`src/rtl/alu_seq_pkg.sv`:
```
// Shared types and constants for the ALU operand sequencer: FSM state encoding,
// ALU opcodes, flag bit positions and the opcode validity check.
package alu_seq_pkg;

    typedef enum logic [2:0] {
        WAIT_A  = 3'd0,
        WAIT_B  = 3'd1,
        WAIT_OP = 3'd2,
        READY   = 3'd3,
        EXEC    = 3'd4,
        DONE    = 3'd5
    } state_e;

    localparam logic [3:0] OP_ADD = 4'b0000;
    localparam logic [3:0] OP_SUB = 4'b0001;
    localparam logic [3:0] OP_MUL = 4'b0100;
    localparam logic [3:0] OP_DIV = 4'b0101;
    localparam logic [3:0] OP_MOD = 4'b0110;
    localparam logic [3:0] OP_AND = 4'b1000;
    localparam logic [3:0] OP_OR  = 4'b1001;
    localparam logic [3:0] OP_XOR = 4'b1010;
    localparam logic [3:0] OP_SHL = 4'b1100;
    localparam logic [3:0] OP_SHR = 4'b1101;

    localparam int FLAG_C = 3;
    localparam int FLAG_N = 2;
    localparam int FLAG_V = 1;
    localparam int FLAG_Z = 0;

    // Only the opcodes the ALU implements are accepted; everything else is an error.
    function automatic logic is_valid_op(input logic [3:0] op);
        return op inside {OP_ADD, OP_SUB, OP_MUL, OP_DIV, OP_MOD,
                          OP_AND, OP_OR, OP_XOR, OP_SHL, OP_SHR};
    endfunction

endpackage

```
`src/rtl/btn_edge.sv`:
```
// Rising-edge detector for a debounced button level: one-cycle pulse on 0->1.
// The previous level resets to 0, so a button held through reset pulses once after release.
module btn_edge (
    input  logic clk,
    input  logic rst,
    input  logic level_i,
    output logic pulse_o
);

    logic prev_q;

    always_ff @(posedge clk or negedge rst) begin
        if (!rst) begin
            prev_q <= 1'b0;
        end else begin
            prev_q <= level_i;
        end
    end

    assign pulse_o = level_i & ~prev_q;

endmodule

```
`src/rtl/alu_operand_sequencer.sv`:
```
// Collects A, B and opcode from switches/buttons, drives the ALU, captures result and flags.
// Optional macro ALU_SEQ_CHAIN_EN: a load in DONE reuses the captured result as operand A.
module alu_operand_sequencer
    import alu_seq_pkg::*;
#(
    parameter int M             = 4,
    parameter int SETTLE_CYCLES = 2
) (
    input  logic         clk,
    input  logic         rst,
    input  logic [M-1:0] sw_data,
    input  logic [3:0]   sw_op,
    input  logic         btn_load,
    input  logic         btn_exec,
    output logic [M-1:0] alu_a,
    output logic [M-1:0] alu_b,
    output logic [3:0]   alu_f,
    input  logic [M-1:0] alu_r,
    input  logic         alu_c,
    input  logic         alu_n,
    input  logic         alu_v,
    input  logic         alu_z,
    output logic [M-1:0] result_q,
    output logic [3:0]   flags_q,
    output logic [2:0]   state_q,
    output logic         done,
    output logic         err
);

    localparam logic [3:0] CNT_INIT = 4'(SETTLE_CYCLES - 1);

    logic load_p, exec_p;

    state_e       st_q, st_d;
    logic [M-1:0] a_q, a_d, b_q, b_d, res_q, res_d;
    logic [3:0]   f_q, f_d, flg_q, flg_d, cnt_q, cnt_d;
    logic         done_q, done_d, err_q, err_d;

    btn_edge u_load_edge (
        .clk     (clk),
        .rst     (rst),
        .level_i (btn_load),
        .pulse_o (load_p)
    );

    btn_edge u_exec_edge (
        .clk     (clk),
        .rst     (rst),
        .level_i (btn_exec),
        .pulse_o (exec_p)
    );

    always_ff @(posedge clk or negedge rst) begin
        if (!rst) begin
            st_q   <= WAIT_A;
            a_q    <= '0;
            b_q    <= '0;
            f_q    <= '0;
            res_q  <= '0;
            flg_q  <= '0;
            cnt_q  <= '0;
            done_q <= 1'b0;
            err_q  <= 1'b0;
        end else begin
            st_q   <= st_d;
            a_q    <= a_d;
            b_q    <= b_d;
            f_q    <= f_d;
            res_q  <= res_d;
            flg_q  <= flg_d;
            cnt_q  <= cnt_d;
            done_q <= done_d;
            err_q  <= err_d;
        end
    end

    always_comb begin
        st_d   = st_q;
        a_d    = a_q;
        b_d    = b_q;
        f_d    = f_q;
        res_d  = res_q;
        flg_d  = flg_q;
        cnt_d  = cnt_q;
        done_d = 1'b0;
        err_d  = err_q;
        case (st_q)
            WAIT_A: begin
                if (load_p) begin
                    a_d   = sw_data;
                    err_d = 1'b0;
                    st_d  = WAIT_B;
                end
            end
            WAIT_B: begin
                if (load_p) begin
                    b_d  = sw_data;
                    st_d = WAIT_OP;
                end
            end
            WAIT_OP: begin
                if (load_p) begin
                    if (is_valid_op(sw_op)) begin
                        f_d  = sw_op;
                        st_d = READY;
                    end else begin
                        err_d = 1'b1;
                    end
                end
            end
            READY: begin
                if (exec_p) begin
                    cnt_d = CNT_INIT;
                    st_d  = EXEC;
                end else if (load_p) begin
                    st_d = WAIT_OP;
                end
            end
            EXEC: begin
                // Buttons are ignored here; operands stay frozen while the ALU settles.
                if (cnt_q == 4'd0) begin
                    if ((f_q == OP_DIV || f_q == OP_MOD) && b_q == '0) begin
                        res_d = '1;
                        flg_d = '0;
                        err_d = 1'b1;
                    end else begin
                        res_d         = alu_r;
                        flg_d[FLAG_C] = alu_c;
                        flg_d[FLAG_N] = alu_n;
                        flg_d[FLAG_V] = alu_v;
                        flg_d[FLAG_Z] = alu_z;
                    end
                    done_d = 1'b1;
                    st_d   = DONE;
                end else begin
                    cnt_d = cnt_q - 4'd1;
                end
            end
            DONE: begin
                if (exec_p) begin
                    cnt_d = CNT_INIT;
                    st_d  = EXEC;
                end else if (load_p) begin
`ifdef ALU_SEQ_CHAIN_EN
                    a_d = res_q;
`else
                    a_d = sw_data;
`endif
                    err_d = 1'b0;
                    st_d  = WAIT_B;
                end
            end
            default: begin
                st_d = WAIT_A;
            end
        endcase
    end

    assign alu_a    = a_q;
    assign alu_b    = b_q;
    assign alu_f    = f_q;
    assign result_q = res_q;
    assign flags_q  = flg_q;
    assign state_q  = st_q;
    assign done     = done_q;
    assign err      = err_q;

endmodule

```
`config.mk`:
```
export PLATFORM = sky130hd
export DESIGN_NAME = alu_operand_sequencer
export DESIGN_NICKNAME = d
export VERILOG_FILES = /design/src/rtl/alu_seq_pkg.sv /design/src/rtl/btn_edge.sv /design/src/rtl/alu_operand_sequencer.sv
export SDC_FILE = /design/constraint.sdc
export NUM_CORES = 1
export LEC_CHECK = 0
export ABC_AREA = 0
export CORE_MARGIN = 2
export CORE_UTILIZATION = 46
export DETAILED_ROUTE_END_ITERATION = 8
export PLACE_DENSITY = 0.86
export SLEW_MARGIN = 10
export SYNTH_ARGS = -nofsm -noshare
export SYNTH_HDL_FRONTEND = slang
export SYNTH_SLANG_ARGS = --single-unit
```
`constraint.sdc`:
```
create_clock -name clk -period 2 [get_ports clk]
set_input_delay 0.4 -clock clk [delete_from_list [all_inputs] [get_ports clk]]
set_output_delay 0.4 -clock clk [all_outputs]
set_load 0.02 [all_outputs]
```
== After elaboration in Yosys (flattened, before gate mapping) ==
Index checks and enable logic that the tools add are counted.

* Reduce and logical (&&, ||, !) cells: 18
* Bitwise gates (word level): 4
* Equality and inequality tests: 24
* $add $sub $neg: 1
* Muxes and demuxes: 25

{| class="wikitable"
|+ Operators with widths
! operator !! number
|-
| two-way mux 4 bit || 6
|-
| two-way mux 3 bit || 7
|-
| == test 4 x 3 -> 1 bit (second input constant) || 5
|-
| == test 4 bit (second input constant) || 5
|-
| one-hot mux 3 bit (6 select lines) || 1
|-
| one-hot mux 4 bit (2 select lines) || 2
|-
| inequality test 2 bit (second input constant) || 7
|-
| zero test 4 bit || 3
|-
| nonzero test 10 bit || 1
|-
| AND reduction 3 bit || 3
|-
| two-way mux 1 bit || 8
|-
| == test 3 x 2 -> 1 bit (second input constant) || 2
|-
| == test 3 bit (second input constant) || 2
|-
| AND reduction 2 bit || 3
|-
| AND reduction 6 bit || 1
|-
| == test 4 x 1 -> 1 bit (second input constant) || 1
|-
| one-hot mux 1 bit (4 select lines) || 1
|-
| nonzero test 2 bit || 2
|-
| nonzero test 4 bit || 1
|-
| subtractor 4 x 1 -> 4 bit (second input constant) || 1
|-
| == test 3 x 1 -> 1 bit (second input constant) || 1
|-
| zero test 3 bit || 1
|-
| bitwise AND 1 bit || 2
|-
| inequality test 2 x 1 -> 1 bit (second input constant) || 1
|-
| other kinds (4) || 5
|}

* Logic and storage cells: 83
* Register bits after elaboration: 31
* Output and inout port bits: 25
* Input port bits: 20

== Depth between registers and ports, before layout ==
* Depth in word-level cells: 6
* Mapped depth: 7
* Mapped depth without buffers: 7

== Cells and area by module ==
Synthesis repeated with hierarchy kept, for this count alone.

* Cells, all modules: 116
* Area, all modules: 1491.4 um^2

{| class="wikitable"
|+ By module, submodules not included
! module !! seq. area each (um^2) !! cells an instance !! times used !! area each (um^2)
|-
| alu_operand_sequencer || 725.7 || 112 || 1 || 1413.9
|-
| btn_edge || 25.0 || 2 || 2 || 38.8
|}

== Worst setup path before layout ==
OpenSTA, ideal clock, no wires.

* Path type: reg-to-reg
* Start point: register cnt_q[0]
* End point: register cnt_q[3]
* Setup slack: 0.279 ns
* Stages on the path, launching flop included: 8
* Library setup time: 0.121 ns
* Buffers on the path: 0
* Arrival: 1.600 ns
* Required time: 1.879 ns
* Cell sequence: dfrtp_1 inv_1 ha_1 or3b_4 a32oi_2 nor3_1 a21o_1 a22o_1

* Longest elaborated chain between the ends: 3
* Elaborated cells between the ends (all ways): 6
* Classes of those cells: add/sub: 1; eq/ne: 1; mux: 2; reduce/logical: 2

{| class="wikitable"
|+ RTL lines
! element !! line !! text
|-
| start, declared || alu_operand_sequencer.sv:36 || <nowiki>logic [3:0] f_q, f_d, flg_q, flg_d, cnt_q, cnt_d;</nowiki>
|-
| start signal, assigned || alu_operand_sequencer.sv:71 || <nowiki>cnt_q <= cnt_d;</nowiki>
|-
| subtractor 4 x 1 -> 4 bit / zero test 4 bit (equally long branches) || alu_operand_sequencer.sv:136, alu_operand_sequencer.sv:121 ||
|-
| two-way mux 4 bit / inequality test 2 bit (equally long branches) || -- ||
|-
| one-hot mux 4 bit (2 select lines) / AND reduction 3 bit (equally long branches) || -- ||
|}

Several ways; a longest one is shown, not always the timed one. The select of a mux whose other input is x is not followed.
A chain may end at the register's enable or synchronous reset.

== Worst setup path after layout ==
* Start point: register st_q[2] (netlist: state_q[2])
* End point: output state_q[2]

{| class="wikitable"
|+ RTL lines
! element !! line !! text
|-
| start, declared || alu_operand_sequencer.sv:34 || <nowiki>state_e st_q, st_d;</nowiki>
|-
| start signal, assigned || alu_operand_sequencer.sv:65 || <nowiki>st_q <= st_d;</nowiki>
|-
| end, declared || alu_operand_sequencer.sv:25 || <nowiki>output logic [2:0] state_q,</nowiki>
|}

No word-level cell between the ends.

==> results.toml <==
[outcome]
status = "finished clean"

[synthesis]
postSynth.asyncResetShare_pct = 100
synth_compound_area_share_pct = 14.0
yosysWarningCount = 0
yosys-top-cells-area = "dfrtp_1, mux2_2, mux2_4"
synthSimpleGateAreaFrac_pct = 15.8
synth_edf_count = 0
syn_inst = 122
synth_xor_area_share_pct = 1.82
synth_top_family_by_area = "simple AND/OR/NAND/NOR gates"
synth_seq_cells = 31
synth_flop_cell = "dfrtp_1"
muxShareOfSynthArea_pct = 10.4
synth_area_leader_cell = "dfrtp_1"
synth_cell_type_count = 39
syn-num-nets = 143
ys_seq_area_share_pct = 53.9
synth_fa_ha_area_share_pct = 0.869
synth.avg_cell_area_um2 = 11.8
synth_area_um2 = 1440
yosysTopAreaCellShare_pct = 53.9

[sta]
finalHoldViolations = 0
period_share_pct = 95.5
fin_worst_skew_ps = 3.57
whs_ps = 448
rsz0062_at_grt = "false"
tns_ps = 0
fmax_mhz = 523
finalCriticalPeriod_ps = 1910
setup_violations = 0
slew-limit-headroom_pct = 74.3
finalMaxSlewViolations = 0
worst_pin_slew_ps = 386
setup_ws_ps = 89.6

[worst_setup_path]
required_ps = 1600
reg2regPathDepth = 7
critPathMaxStageDelay_ps = 660
cp.arrival_ps = 1510
path_max_fanout = 16
cp-end-kind = "output pin"
cp_cell_sequence = "clkdlybuf4s50_1"
r2r-end = "cnt_q[3]"
cp_num_buf_inv = 1
worst-setup-path-type = "register to output pin"
worstSetupStartpoint = "state_q[2]"
crit_path_end = "state_q[2]"
critPathTopFamily = "buffers and inverters"
rr_startpoint = "cnt_q[0]"
slowest_stage = "clkdlybuf4s50_1"
crit_path_start_kind = "register"
r2r_slack_ps = 190
path_depth = 1

[power]
switching_share_pct = 37.7
p_total_mw = 3.08
comb_power_share_pct = 49.7
ir_worst_vdd_uv = 937
pwr-share-clk_pct = 13.6
power_leakage_nw = 0.891
p_sw_mw = 1.16
power_frac_seq_pct = 36.6
pwr_density_cell_nw_per_um2 = 1520
internal_power_mw = 1.92

[job]
maxCapViolations = 0

[drt]
met1_length_um = 1390
ant_nets = 0
viasPerCell = 5.51
routedWlPerCell_um = 15.1
drtIter0Drc = 32
firstDrtPassIters = 4
wl_met2_um = 1580
drt-total-wl_um = 3190
wl_met3_um = 161
drc = 0
vias = 1162
top_layer_used = "met4"

[global_routing]
grt_overflow = 0
track_usage_pct = 20.3
first_global_vias = 1146
grt_antenna_before_repair = 0
grt_max_degree = 32
grt_pass1_wl_um = 5220

[placed_design]
numPortBuffers = 44
place_area_um2 = 1960
dp_slack_ps = -24.4
gp_congestion = 0.749
dpl.hpwl_um = 2420
placed_cells = 203

[layout]
instances_no_fill = 211
design_area_um2 = 2040
syn_to_final_growth_pct = 41.4
diodes = 0
nNetsFinal = 198
final_util_pct = 67.8
drive_above_1_share_pct = 20.8
n_fill_cell = 237

[clock_network]
numCtsBuffers = 5
cts_setup_buffers = 0
cts_tree = "built"
cts-htree-levels = 2
clk_pin_slew_ps = 90
clockBufferDepth = 2
cts.sinks = 31
cts_root_buf = "clkbuf_4"
clk_latency_ps = 330

[floorplan]
die_h_um = 60.0
num_io_pins = 45
std_cell_rows = 20
core_um2 = 3000
start_util_pct = 48.0
die_w_um = 60.0
die-area_um2 = 3590

[worst_hold_path]
hp-class = "primary input to async pin"
how the worst min path moves through the flow:
stage / start / endpoint / slack (ps)
2_1_floorplan: rst / alu_a[0] / 100
3_3_place_gp: cnt_q[1] / cnt_q[1] / 480
3_5_place_dp: flags_q[3] / flags_q[3] / 500
4_1_cts: rst / err / 460
5_1_grt: rst / alu_b[0] / 480
6_report: rst / result_q[0] / 450
cells in the mapped netlist, types with 2 or more instances:
library cell	number
nor2b_1	4
nor3_1	2
mux2_2	8
nand3_1	2
a22o_1	5
buf_2	3
o21ai_0	6
mux2_4	4
dfrtp_1	31
o22a_1	4
a21oi_1	7
nor2_1	5
inv_1	4
xor2_1	2
nand4_1	3
nand2b_1	4
or3_1	2
nand2_1	5
per-layer routing:
layer / up-vias / GRT usage, %
li1: 561 / -
met1: 564 / 23.6
met2: 30 / 32.1
met3: 7 / 7.14
met4: 0 / 11.7
met5: - / 0
layout make-up:
cell class	instances	area, um^2	area share, %
timing repair buffer	52	500	24.6
multi-input combinational	82	623	30.6
clock buffer	8	68.8	3.38
tap	33	41.3	2.03
sequential	31	778	38.2
inverter	5	23.8	1.17
power by group through the flow:
stage / Clock (mW) / Sequential, mW / Combinational [mW]
after floorplan: 0 / 1.35 / 0.635
after global placement: 0 / 1.12 / 1.49
after detailed placement: 0 / 1.14 / 1.54
after CTS: 0.431 / 1.13 / 1.55
after global routing: 0.466 / 1.16 / 1.65
final: 0.421 / 1.13 / 1.53
layout by cell type (no fill, tap or decap), types with 2 or more instances in the layout:
cell type	synthesis	routed
o22a_1	4	4
nand3_1	2	2
clkbuf_4	0	5
nor3_1	2	2
xor2_1	2	2
mux2_4	4	4
dfrtp_1	31	29
inv_1	4	4
nand4_1	3	3
dfrtp_2	0	2
o21ai_0	6	6
mux2_2	8	8
or3_1	2	2
a22o_1	5	5
clkdlybuf4s50_1	0	44
nor2_1	5	5
nor2b_1	4	4
clkbuf_8	0	2
buf_4	1	8
nand2_1	5	5
a21oi_1	7	7
nand2b_1	4	4
logic make-up after synthesis:
logic type | after synthesis
fa+ha+maj | 1
buf+inv | 9
xor+xnor | 3
flops | 31
compound gates | 28
simple gates | 38
mux | 12
timing repair:
item                       in CTS  in global routing
setup endpoints to repair       2                  1
hold buffers                    0                  0
resized for setup               2                  1
sequential cells by signal, indices dropped and copies added (netlist names):
signal and cells:
alu_a 4, u_exec_edge.prev_q 1, err 1, flags_q 4
state_q 3, u_load_edge.prev_q 1, result_q 4, cnt_q 4
alu_f 4, alu_b 4, done 1
No activity file was read; power rests on OpenSTA's default activity.
